$ cat src/rtl/key_reader.sv
// key_reader: sequential read master for the secret-key ROM.
//
// Walks the key ROM from word 0 to KEY_WORDS-1 on a start pulse and streams
// each word to a single consumer over a valid/ready handshake. The ROM has a
// registered address, so the next address is issued in the same cycle the
// current beat is accepted, giving one beat per cycle with no bubbles.
// Key data is forced to zero on out_data whenever out_valid is low, and the
// ROM address is forced to zero whenever the chip enable is inactive.
//
// Optional feature: define KEY_READER_BYTES_EN to emit each word as two
// zero-extended byte beats, low byte first.
//
// Ports:
//   mclk, puc_rst       clock, synchronous active-high reset
//   start, abort        begin a full read / cancel the read in progress
//   busy, done          not idle / one-cycle pulse after the final beat
//   key_addr, key_cen   ROM word address, ROM chip enable (low active)
//   key_dout            ROM read data (valid the cycle after key_cen=0)
//   out_data/valid/ready/last  consumer beat handshake

module key_reader #(
    parameter int unsigned ADDR_MSB  = 4,
    parameter int unsigned KEY_WORDS = 10
) (
    input  logic              mclk,
    input  logic              puc_rst,
    input  logic              start,
    input  logic              abort,
    output logic              busy,
    output logic              done,
    output logic [ADDR_MSB:0] key_addr,
    output logic              key_cen,
    input  logic [15:0]       key_dout,
    output logic [15:0]       out_data,
    output logic              out_valid,
    input  logic              out_ready,
    output logic              out_last
);

    localparam int unsigned      AddrW   = ADDR_MSB + 1;
    localparam logic [AddrW-1:0] LastIdx = AddrW'(KEY_WORDS - 1);

    typedef enum logic {StIdle, StStream} state_e;

    state_e           state_q, state_d;
    logic [AddrW-1:0] idx_q, idx_d;
    logic             done_q, done_d;
    logic             last_beat;
    logic             word_adv;   // a transfer now completes the current word

`ifdef KEY_READER_BYTES_EN
    logic half_q, half_d;

    assign last_beat = (idx_q == LastIdx) && half_q;
    assign word_adv  = half_q;
`else
    assign last_beat = (idx_q == LastIdx);
    assign word_adv  = 1'b1;
`endif

    always_comb begin
        state_d  = state_q;
        idx_d    = idx_q;
        done_d   = 1'b0;
        key_cen  = 1'b1;
        key_addr = '0;
`ifdef KEY_READER_BYTES_EN
        half_d   = half_q;
`endif
        unique case (state_q)
            StIdle: begin
                if (start && !abort) begin
                    key_cen = 1'b0;
                    state_d = StStream;
                    idx_d   = '0;
`ifdef KEY_READER_BYTES_EN
                    half_d  = 1'b0;
`endif
                end
            end
            StStream: begin
                // abort beats a coincident handshake: no ROM access, no done
                if (abort) begin
                    state_d = StIdle;
`ifdef KEY_READER_BYTES_EN
                    half_d  = 1'b0;
`endif
                end else if (out_ready) begin
                    if (last_beat) begin
                        state_d = StIdle;
                        done_d  = 1'b1;
`ifdef KEY_READER_BYTES_EN
                        half_d  = 1'b0;
`endif
                    end else if (word_adv) begin
                        key_cen  = 1'b0;
                        key_addr = idx_q + AddrW'(1);
                        idx_d    = idx_q + AddrW'(1);
`ifdef KEY_READER_BYTES_EN
                        half_d   = 1'b0;
`endif
                    end else begin
`ifdef KEY_READER_BYTES_EN
                        half_d = 1'b1;
`endif
                    end
                end
            end
            default: state_d = StIdle;
        endcase
    end

    always_ff @(posedge mclk) begin
        if (puc_rst) begin
            state_q <= StIdle;
            idx_q   <= '0;
            done_q  <= 1'b0;
`ifdef KEY_READER_BYTES_EN
            half_q  <= 1'b0;
`endif
        end else begin
            state_q <= state_d;
            idx_q   <= idx_d;
            done_q  <= done_d;
`ifdef KEY_READER_BYTES_EN
            half_q  <= half_d;
`endif
        end
    end

    assign busy      = (state_q == StStream);
    assign out_valid = (state_q == StStream);
    assign out_last  = out_valid && last_beat;
    assign done      = done_q;

    always_comb begin
        out_data = 16'h0000;
        if (out_valid) begin
`ifdef KEY_READER_BYTES_EN
            out_data = half_q ? {8'h00, key_dout[15:8]} : {8'h00, key_dout[7:0]};
`else
            out_data = key_dout;
`endif
        end
    end

endmodule

$ cat config.mk
export PLATFORM = sky130hd
export DESIGN_NAME = key_reader
export DESIGN_NICKNAME = d
export VERILOG_FILES = /design/src/rtl/key_reader.sv
export SDC_FILE = /design/constraint.sdc
export NUM_CORES = 1
export LEC_CHECK = 0
export ABC_AREA = 1
export CAP_MARGIN = 0
export CORE_UTILIZATION = 30
export CTS_BUF_LIST = sky130_fd_sc_hd__clkbuf_8
export DETAILED_ROUTE_END_ITERATION = 10
export GPL_TIMING_DRIVEN = 0
export MAX_ROUTING_LAYER = met4
export PLACE_DENSITY = 0.74
export SKIP_CTS_REPAIR_TIMING = 1
export SYNTH_ARGS = -nofsm -noshare
export SYNTH_HDL_FRONTEND = slang
export SYNTH_SLANG_ARGS = --single-unit
$ cat constraint.sdc
create_clock -name mclk -period 1.2 [get_ports mclk]
set_input_delay 0.12 -clock mclk [delete_from_list [all_inputs] [get_ports mclk]]
set_output_delay 0.12 -clock mclk [all_outputs]
set_load 0.02 [all_outputs]
## Word level (Yosys, flattened, before mapping)

Index checks and enable logic that the tools add are counted.

| storage, ports and cells | value |
|---|---|
| register bits | 7 |
| logic and storage cells | 36 |

| operators by class | value |
|---|---|
| mux-type cells | 20 |
| reduce and logical (&&, ||, !) cells | 5 |
| $add $sub $neg | 1 |
| eq/ne operators | 5 |
| bitwise gates (word level) | 2 |

Operators with widths:

| operator | count |
|---|---|
| 2-to-1 mux 5 bit | 8 |
| 2-to-1 mux 16 bit | 1 |
| case mux 5 bit (2 select lines) | 1 |
| 2-to-1 mux 1 bit | 8 |
| inequality test 2 bit, second input constant | 4 |
| adder 5 x 1 -> 5 bit, second input constant | 1 |
| == test 5 x 4 -> 1 bit, second input constant | 1 |
| case mux 1 bit (2 select lines) | 2 |
| AND reduction 4 bit | 1 |
| OR reduction 4 bit | 1 |
| logical AND 1 bit | 2 |
| inverter 1 bit | 2 |
| zero test 1 bit | 1 |

## Logic depth before layout (Yosys ltp)

Gate-level depths: netlist of the first run.

| logic depth | value |
|---|---|
| word-level depth | 5 |
| depth in mapped cells | 10 |
| gate-level depth less buffers | 10 |

## Least setup slack after synthesis of the first run

Ideal clock, no wire load.

| path | value |
|---|---|
| path kind | reg-to-output |
| from | register idx_q[1] |
| to | output key_addr[3] |
| stages on the path, launching flop included | 8 |
| arrival | 1.162 ns |
| required time | 1.080 ns |
| slack | -0.082 ns |
| cell sequence | dfxtp_1 inv_1 ha_1 nand2_2 clkinv_2 nand2_4 nand2_1 nor2_1 |

| between the ends | value |
|---|---|
| longest elaborated chain between the ends | 5 |
| elaborated cells on any way between the ends | 6 |

RTL lines:

| element | RTL line | RTL |
|---|---|---|
| start: declaration | 46 | `logic [AddrW-1:0] idx_q, idx_d;` |
| start signal: assignment | 123 | `idx_q <= idx_d;` |
| adder 5 x 1 -> 5 bit or == test 5 x 4 -> 1 bit (tied branches) | 97, 57 |  |
| 2-to-1 mux 5 bit (*) | 89 | `if (last_beat) begin` |
| 2-to-1 mux 5 bit (*) | 88 | `end else if (out_ready) begin` |
| 2-to-1 mux 5 bit (*) | 83 | `if (abort) begin` |
| 2-to-1 mux 5 bit (*) | 70 | `unique case (state_q)` |
| end: declaration | 31 | `output logic [ADDR_MSB:0] key_addr,` |

Mark *: on every way between the ends. The rest lies on a longest branch, timed or not.

## Final worst setup path of the first run

| path | value |
|---|---|
| from | register idx_q[1] |
| to | output key_cen |

| between the ends | value |
|---|---|
| longest elaborated chain between the ends | 5 |

RTL lines:

| element | RTL line | RTL |
|---|---|---|
| == test 5 x 4 -> 1 bit | 57 | `assign last_beat = (idx_q == LastIdx);` |
| 2-to-1 mux 1 bit | 89 |  |
| 2-to-1 mux 1 bit | 88 |  |
| 2-to-1 mux 1 bit | 83 |  |
| case mux 1 bit (2 select lines) | 70 |  |
| end: declaration | 32 | `output logic key_cen,` |

No other way between the ends.

==> impl_metrics.yaml, run 1 <==
outcome:
  status: "complete, but fails checks"
  violations: "setup timing"
power:
  combPwrFrac: 0.351
  power_density_mw_per_mm2: 594.0
  clockPowerShare: 0.371
  p_seq_frac: 0.279
  power.switching_w: 0.0002657
  peakVddDrop_mv: 0.7937
  leakage_nw: 0.8356
  p_int_w: 0.0006313
  sw_frac_of_total: 0.2962
sta:
  hold_viol_final: 0
  slew_violations: 0
  clock_skew_ns: 0.002452
  maxSlewHeadroom: 0.8243
  setup_violations: 21
  worstMarginPinSlew_ns: 0.2631
  setup_tns_ns: -2.909
  fin_crit_sh: 1.225
  max_freq_mhz: 680.1
  whs_ns: 0.4724
  rsz0062_at_grt: "true"
  fin_ws_ns: -0.2703
  min_period_ns: 1.470
synthesis:
  synth_area_um2: 631.9
  synth_xor_area_frac: 0
  synth_area_leaders: "dfxtp_1, inv_1, nand2_1, nand3_1, nor2_1"
  synth_compound_area_frac: 0.04356
  ys_seq_area_frac: 0.2218
  syn_inst: 103
  synth_top_family_by_area: "simple AND/OR/NAND/NOR gates"
  yosys.area.top_type_share: 0.2218
  synth_fa_ha_area_frac: 0.03960
  yosysWarningCount: 0
  synth_fp_nets: 126
  synth-seq-cells: 7
  yosys.area_share.simple: 0.4673
  synth_cell_type_count: 19
  synth_top_cell_by_area: "dfxtp_1"
  syn_avg_cell_area_um2: 6.135
  synth_mux_area_frac: 0
global_route:
  grt_pass1_wl_mm: 2.263
  grt_overflow: 0
  grt_pass1_vias: 557
  grt_max_degree: 11
  antenna_found_initial: 0
  grt-busiest-layer: "met2"
  grtUsageMet1: 0.1425
  grt_util_all_layers: 0.1495
  grt_util_met2: 0.2595
  use_met3: 0.04151
run:
  drv_cap: 0
layout:
  fillers: 146
  antennaDiodeCount: 0
  drive_above_1_share: 0.5818
  fin_nets: 189
  syn_to_final_growth_pct: 139.0
  regArea_um2: 151.4
  final_cells: 192
  multi_input_area_um2: 495.5
detailed_routing:
  viasPerCell: 4.396
  drt_iter0_drc: 1
  vias: 844
  wire_per_inst_um: 11.76
  dr.pass1.iters: 2
  drt-total-wl_mm: 2.257
  drc: 0
  ant_nets: 0
setup_path:
  critical_path_class: "reg -> out"
  cp-start-kind: "flop"
  r2r_setup_slack_ns: -0.15
  rr_worst_depth: 10
  critPathMaxFanout: 5
  timing.rr.end: "idx_q[3]"
  worstSetupStartpoint: "idx_q[1]"
  endpoint_kind: "output pin"
  cp.required_ns: 1.08
  cp-endpoint: "key_cen"
  r2r-start: "idx_q[0]"
  cp_data_arrival_time_ns: 1.35
cts:
  cts_sinks: 7
  insertion_delay_ns: 0.23
  cts.clk_slew.worst_paths_ns: 0.04
  h-tree-depth: 1
  cts_tree: "built"
  cts_made_buffers: 3
  cts_max_path_buffers: 2
  clockRootBuffer: "clkbuf_8"
placed_design:
  dp.cells: 176
  io_buffers: 46
  place_congestion: 0.7570
  dp_hpwl_mm: 1.389
floorplanning:
  start_util: 0.3221
  floorplan.io_pins: 47
  die_width_um: 47.90
  rows: 16
  die_y_um: 47.90
  core_mm2: 0.001962
  fp.dieArea_mm2: 0.002294
min_path:
  hp-class: "in -> reg"
  hold_depth: 2
worst max-delay path, cell delays in order (launching register included):
cell	delay, ns
dfxtp_4	0.38
inv_4	0.04
ha_4	0.15
nand2_4	0.07
inv_4	0.05
nand2_8	0.09
nand3_4	0.09
nand2_4	0.10
inv_2	0.03
buf_6	0.12
cell usage in the layout (no fill, tap or decap):
master	count
nand2_1	10
nor2_2	2
dfxtp_4	3
dlymetal6s2s_1	3
clkdlybuf4s50_1	20
nand2_2	8
nand3_2	6
nor4_2	1
ha_4	2
inv_1	13
nor2_4	3
nand2_8	1
clkbuf_8	3
o211ai_1	1
buf_4	11
clkbuf_16	2
dfxtp_1	4
a21oi_1	3
buf_8	2
nand3_4	1
nor2_1	7
buf_6	24
inv_4	2
nand4_1	2
inv_2	15
a21oi_2	1
nand3_1	6
nand2_4	9
metal layers:
metal / routed length [um] / vias up
met5: 0 / -
met1: 890 / 361
li1: - / 431
met2: 1028 / 47
met3: 294 / 5
met4: 44 / 0
synth_stat cells:
cell type and count:
a21oi_1 4, buf_4 3, buf_6 1, clkinv_2 1, dfxtp_1 7, ha_1 2, inv_1 27, inv_2 1
nand2_1 25, nand2_2 1, nand2_4 2, nand3_1 10, nand3_2 2, nand3_4 1, nand4_1 2, nor2_1 10
nor2_4 2, nor4_2 1, o211ai_1 1
power by group through the flow:
stage                     logic (W)  registers, W  clock network [W]
after floorplan           0.0000978      0.000257                  0
after global placement     0.000221      0.000258                  0
after detailed placement   0.000224      0.000258                  0
after CTS                  0.000225      0.000254           0.000341
after global routing       0.000334      0.000250           0.000357
final                      0.000315      0.000250           0.000333
cell families after synthesis:
group | Yosys count
flops | 7
fa+ha+maj | 2
compound gates | 5
simple gates | 56
buf+inv | 33
layout make-up:
type                       count  area share
buffer                         4     0.03231
timing repair buffer          58      0.4118
inverter                      29     0.07539
multi-input combinational     63      0.3281
sequential                     7      0.1002
clock inverter                 1    0.002485
clock buffer                   3     0.02734
tap                           27     0.02237
sequential cells by signal, summed over array words and instances (netlist names):
name and count:
done 1, idx_q 5, busy 1
metrics by stage:
stage,worst slack (ns),power (W),area (um2),utilization
2_1_floorplan,-0.02514,0.0003545,638.1,-
3_3_place_gp,-0.6133,0.0004788,1132,0.5772
3_5_place_dp,-0.6379,0.0004818,1132,0.5772
4_1_cts,-0.8800,0.0008199,1177,0.6001
5_1_grt,-0.3178,0.0009417,1510,0.7698
6_report,-0.2703,0.0008971,1510,0.7698
how the worst min path moves through the flow:
| stage | slack (ns) | startpoint | to |
|---|---|---|---|
| finish | 0.47 | out_ready | busy |
| global route | 0.51 | out_ready | busy |
| detailed placement | 0.54 | idx_q[1] | idx_q[1] |
| CTS | 0.48 | out_ready | busy |
| floorplan | 0.19 | puc_rst | idx_q[0] |
| global placement | 0.54 | idx_q[1] | idx_q[1] |
Power figures use the tool's default switching activity.
==> run 2: changes to the inputs <==
--- a/config.mk
+++ b/config.mk
@@ -6,7 +6,8 @@
 export NUM_CORES = 1
 export LEC_CHECK = 0
 export ABC_AREA = 1
-export CAP_MARGIN = 0
+export CAP_MARGIN = 20
+export CORE_MARGIN = 2
 export CORE_UTILIZATION = 30
 export CTS_BUF_LIST = sky130_fd_sc_hd__clkbuf_8
 export DETAILED_ROUTE_END_ITERATION = 10
==> run 2 against run 1 <==
Compared with the run above:
- the flow still finishes with violations (setup timing)
- non-clock buffer count decreased by 2
- final cell count decreased by 1.0%
- count of clock-buffer cells in the layout unchanged
- sequential power about the same
- clock skew decreased by 0.00084 ns
- critical path type unchanged
==> impl_metrics.yaml, run 2 (synthesis gave the netlist of run 1 again) <==
outcome:
  status: "complete, but fails checks"
  violations: "setup timing"
floorplanning:
  fp.dieArea_mm2: 0.002490
  die_y_um: 49.90
  start_util: 0.3188
  rows: 16
  floorplan.io_pins: 47
  core_mm2: 0.001982
  die_width_um: 49.90
global_route:
  antenna_found_initial: 0
  grt_pass1_vias: 663
  grt_pass1_wl_mm: 2.877
  grt_overflow: 0
  grt_max_degree: 11
  grt_util_all_layers: 0.1572
sta:
  max_freq_mhz: 682.3
  worstMarginPinSlew_ns: 0.2435
  rsz0062_at_grt: "true"
  clock_skew_ns: 0.001607
  setup_violations: 16
  slew_violations: 0
  whs_ns: 0.4727
  fin_crit_sh: 1.221
  hold_viol_final: 0
  min_period_ns: 1.466
  fin_ws_ns: -0.2656
  maxSlewHeadroom: 0.8375
cts:
  insertion_delay_ns: 0.23
  clockRootBuffer: "clkbuf_8"
  cts_tree: "built"
  h-tree-depth: 1
  cts_made_buffers: 3
  cts_sinks: 7
  cts.clk_slew.worst_paths_ns: 0.04
  cts_max_path_buffers: 2
layout:
  fin_area_mm2: 0.001478
  largest_reg_flops: 5
  antennaDiodeCount: 0
  fin_nets: 187
  final_common_cell: "buf_6"
  top_register: "idx_q"
  layout_common_cells: "buf_6, clkdlybuf4s50_1, inv_2"
  syn_to_final_growth_pct: 133.9
  drive_above_1_share: 0.6012
setup_path:
  cp_data_arrival_time_ns: 1.35
  critical_path_class: "reg -> out"
  endpoint_kind: "output pin"
  cp-start-kind: "flop"
  cp.required_ns: 1.08
  critPathMaxFanout: 5
power:
  peakVddDrop_mv: 0.6185
  leakage_nw: 0.8390
  power_density_mw_per_mm2: 601.0
placed_design:
  dp_hpwl_mm: 1.446
  dpl_cell_area_mm2: 0.001132
  place_congestion: 0.7779
  io_buffers: 46
detailed_routing:
  wire_per_inst_um: 12.48
  drt_iter0_drc: 4
  drt-total-wl_mm: 2.371
  drc: 0
  dr.pass1.iters: 4
  viasPerCell: 4.416
  ant_nets: 0
  vias: 839
min_path:
  hp-class: "in -> reg"
run:
  drv_cap: 0
[run 2: worst paths after layout]
kind	cells after the start	endpoint	from	slack (ns)
hold / removal	2	busy	out_ready	0.47
setup / recovery	9	key_cen	idx_q[1]	-0.27
setup reg to reg	11	idx_q[3]	idx_q[1]	-0.10
hold reg to reg	2	idx_q[1]	idx_q[1]	0.54
[run 2: layout make-up]
type,instances,area [um2]
plain buffers,4,48.80
clock buffers,3,41.29
clock inverters,1,3.754
fillers,132,504.2
inverters,29,111.4
multi-input cells,63,504.2
flip-flops and latches,7,151.4
well taps,27,33.78
repair buffers,56,583.1
[run 2: worst max-delay path, stage by stage (launching register included)]
cell and delay (ns):
dfxtp_4 0.37, inv_2 0.05, ha_4 0.15, nand2_4 0.07, inv_4 0.05, nand2_8 0.08, nand3_4 0.09, nand2_4 0.10
inv_2 0.04, buf_6 0.12
[run 2: layer usage]
layer  vias up  global-route usage  share of wire
li1        424                   -              -
met1       373              0.1529           0.37
met2        35              0.2844           0.56
met3         7             0.03939          0.046
met4         0             0.08333          0.027
met5         -                   -              0
[run 2: power by group]
part | leakage [nW] | total (W) | switching, W | internal (W)
clock network | 0.0269 | 0.000330 | 0.000108 | 0.000222
logic | 0.753 | 0.000309 | 0.000147 | 0.000163
registers | 0.0592 | 0.000249 | 0.0000129 | 0.000236
[run 2: through the flow]
step	std cells	power [W]	TNS [ns]	util	setup WS [ns]
2_1_floorplan	103	0.0003545	-0.05029	-	-0.02514
3_3_place_gp	176	0.0004793	-9.168	0.5713	-0.5959
3_5_place_dp	176	0.0004826	-9.758	0.5713	-0.6191
4_1_cts	180	0.0008191	-15.91	0.5941	-0.8494
5_1_grt	190	0.0009326	-2.858	0.7456	-0.3251
6_report	190	0.0008880	-1.863	0.7456	-0.2656
==> run 3: changes to the inputs <==
--- a/config.mk
+++ b/config.mk
@@ -7,6 +7,7 @@
 export LEC_CHECK = 0
 export ABC_AREA = 1
 export CAP_MARGIN = 20
+export CORE_ASPECT_RATIO = 0.7
 export CORE_MARGIN = 2
 export CORE_UTILIZATION = 30
 export CTS_BUF_LIST = sky130_fd_sc_hd__clkbuf_8
==> run 3 against run 2 <==
Compared with the run above:
- the run still ends with setup timing left
- critical path depth stayed put
- cell area shrank 9.7%
- global-route usage increased by 1.2 points
- maximum frequency decreased by 1.9%
- die area grew 0.22%
- worst hold slack gained 0.034 ns
- clock skew grew 0.0030 ns
- combinational power shrank 16%
- critical endpoint unchanged
- largest cell class unchanged
==> impl_metrics.yaml, run 3 (synthesis gave the netlist of run 1 again) <==
outcome:
  status: "complete, but fails checks"
  violations: "setup timing"
layout:
  top_register: "idx_q"
  drive_above_1_share: 0.4430
  fin_area_mm2: 0.001335
  fillers: 148
  antennaDiodeCount: 0
  largest_reg_flops: 5
  layout_common_cells: "nand2_1, inv_1, clkdlybuf4s50_1"
  fin_util: 0.6956
  fin_nets: 182
  syn_to_final_growth_pct: 111.3
  final_common_cell: "nand2_1"
min_path:
  hold_depth: 2
  worstHoldStart: "out_ready"
  hp-class: "in -> reg"
  min_to: "busy"
detailed_routing:
  drt_iter0_drc: 22
  wire_per_inst_um: 13.33
  viasPerCell: 4.561
  drc: 0
  drt-total-wl_mm: 2.400
  dr.pass1.iters: 4
  ant_nets: 0
  vias: 821
sta:
  setup_violations: 21
  fin_ws_ns: -0.2937
  max_freq_mhz: 669.5
  worstMarginPinSlew_ns: 0.2856
  clock_skew_ns: 0.004622
  slew_violations: 0
  hold_viol_final: 0
  min_period_ns: 1.494
  fin_crit_sh: 1.245
  maxSlewHeadroom: 0.8090
  rsz0062_at_grt: "true"
  setup_tns_ns: -2.387
floorplanning:
  core_mm2: 0.001919
  start_util: 0.3292
  fp.dieArea_mm2: 0.002495
  die_y_um: 42.40
  die_width_um: 58.85
  floorplan.io_pins: 47
  rows: 13
run:
  drv_cap: 0
placed_design:
  dp_hpwl_mm: 1.661
  dp_slack_ns: -0.6166
  io_buffers: 46
  dpl_cell_area_mm2: 0.001126
  place_congestion: 0.8414
power:
  clockPowerShare: 0.398
  leakage_nw: 0.7338
  power.switching_w: 0.0002511
  p_seq_frac: 0.295
  combPwrFrac: 0.308
  p_int_w: 0.0005948
  peakVddDrop_mv: 0.6108
  power_w: 0.0008459
  power_density_mw_per_mm2: 633.6
  sw_frac_of_total: 0.2969
setup_path:
  rr_worst_depth: 11
  endpoint_kind: "output pin"
  path_cells: "inv_2, ha_4, nand2_2, inv_4, nand2_8, nand3_4, nand2_4, inv_2, buf_6"
  crit_buf_inv: 4
  cp_data_arrival_time_ns: 1.37
  crit_family: "flip-flops"
  r2r_setup_slack_ns: -0.17
  cpMostUsedCell: "inv_2"
  timing.rr.end: "idx_q[4]"
  critical_path_class: "reg -> out"
  cpPeakStageDelay_ns: 0.37
  slowest_stage: "dfxtp_4"
  critPathMaxFanout: 5
  r2r-start: "idx_q[1]"
  cp-start-kind: "flop"
  cp.required_ns: 1.08
global_route:
  grt_pass1_wl_mm: 3.118
  grt_pass1_vias: 685
  grt_overflow: 0
  grt_max_degree: 11
  grt_util_all_layers: 0.1694
  antenna_found_initial: 0
cts:
  cts_tree: "built"
  cts_made_buffers: 3
  cts_sinks: 7
  cts_max_path_buffers: 2
  cts.clk_slew.worst_paths_ns: 0.04
  h-tree-depth: 1
  clockRootBuffer: "clkbuf_8"
  insertion_delay_ns: 0.23
## run 3: final cells by class
cell class	instances	area, um2	share of cell area
multi-input combinational	63	445.4	0.3336
timing repair buffer	51	505.5	0.3786
tap	22	27.53	0.02062
clock inverter	1	3.754	0.002812
clock buffer	3	41.29	0.03093
inverter	29	111.4	0.08341
buffer	4	48.80	0.03655
sequential	7	151.4	0.1134
## run 3: how the worst max path moves through the flow
| stage | cells after the start | from | to | slack (ns) |
|---|---|---|---|---|
| 6_report | 9 | idx_q[1] | key_cen | -0.29 |
| 4_1_cts | 8 | idx_q[1] | key_addr[3] | -0.85 |
| 3_3_place_gp | 6 | out_ready | key_addr[3] | -0.61 |
| 5_1_grt | 9 | idx_q[1] | key_cen | -0.34 |
| 2_1_floorplan | 7 | idx_q[1] | key_addr[3] | -0.03 |
| 3_5_place_dp | 5 | abort | key_addr[3] | -0.62 |
## run 3: per-stage QoR
stage / hold WS (ns) / instances
2_1_floorplan: 0.1891 / 103
3_3_place_gp: 0.5180 / 171
3_5_place_dp: 0.5531 / 171
4_1_cts: 0.5116 / 175
5_1_grt: 0.5282 / 180
6_report: 0.5062 / 180
## run 3: worst register-to-register path: stages, from the launching register on
cell and delay, ns:
dfxtp_4 0.37, inv_2 0.05, ha_4 0.15, nand2_2 0.09
inv_4 0.06, nand2_8 0.09, nand3_4 0.09, nand2_4 0.09
buf_4 0.12, nand2_1 0.05, nand2_1 0.07, nor2_1 0.04
## run 3: power by group through the flow
stage          logic (W)  registers [W]  clock network (W)
2_1_floorplan  0.0000978       0.000257                  0
3_3_place_gp    0.000223       0.000257                  0
3_5_place_dp    0.000226       0.000258                  0
4_1_cts         0.000228       0.000254           0.000334
5_1_grt         0.000279       0.000251           0.000370
6_report        0.000260       0.000249           0.000336
## run 3: routing by layer
layer,share of wire,global-route usage
met5,0,-
met4,0.018,0.08182
met3,0.041,0.05247
met2,0.53,0.2622
met1,0.41,0.1974
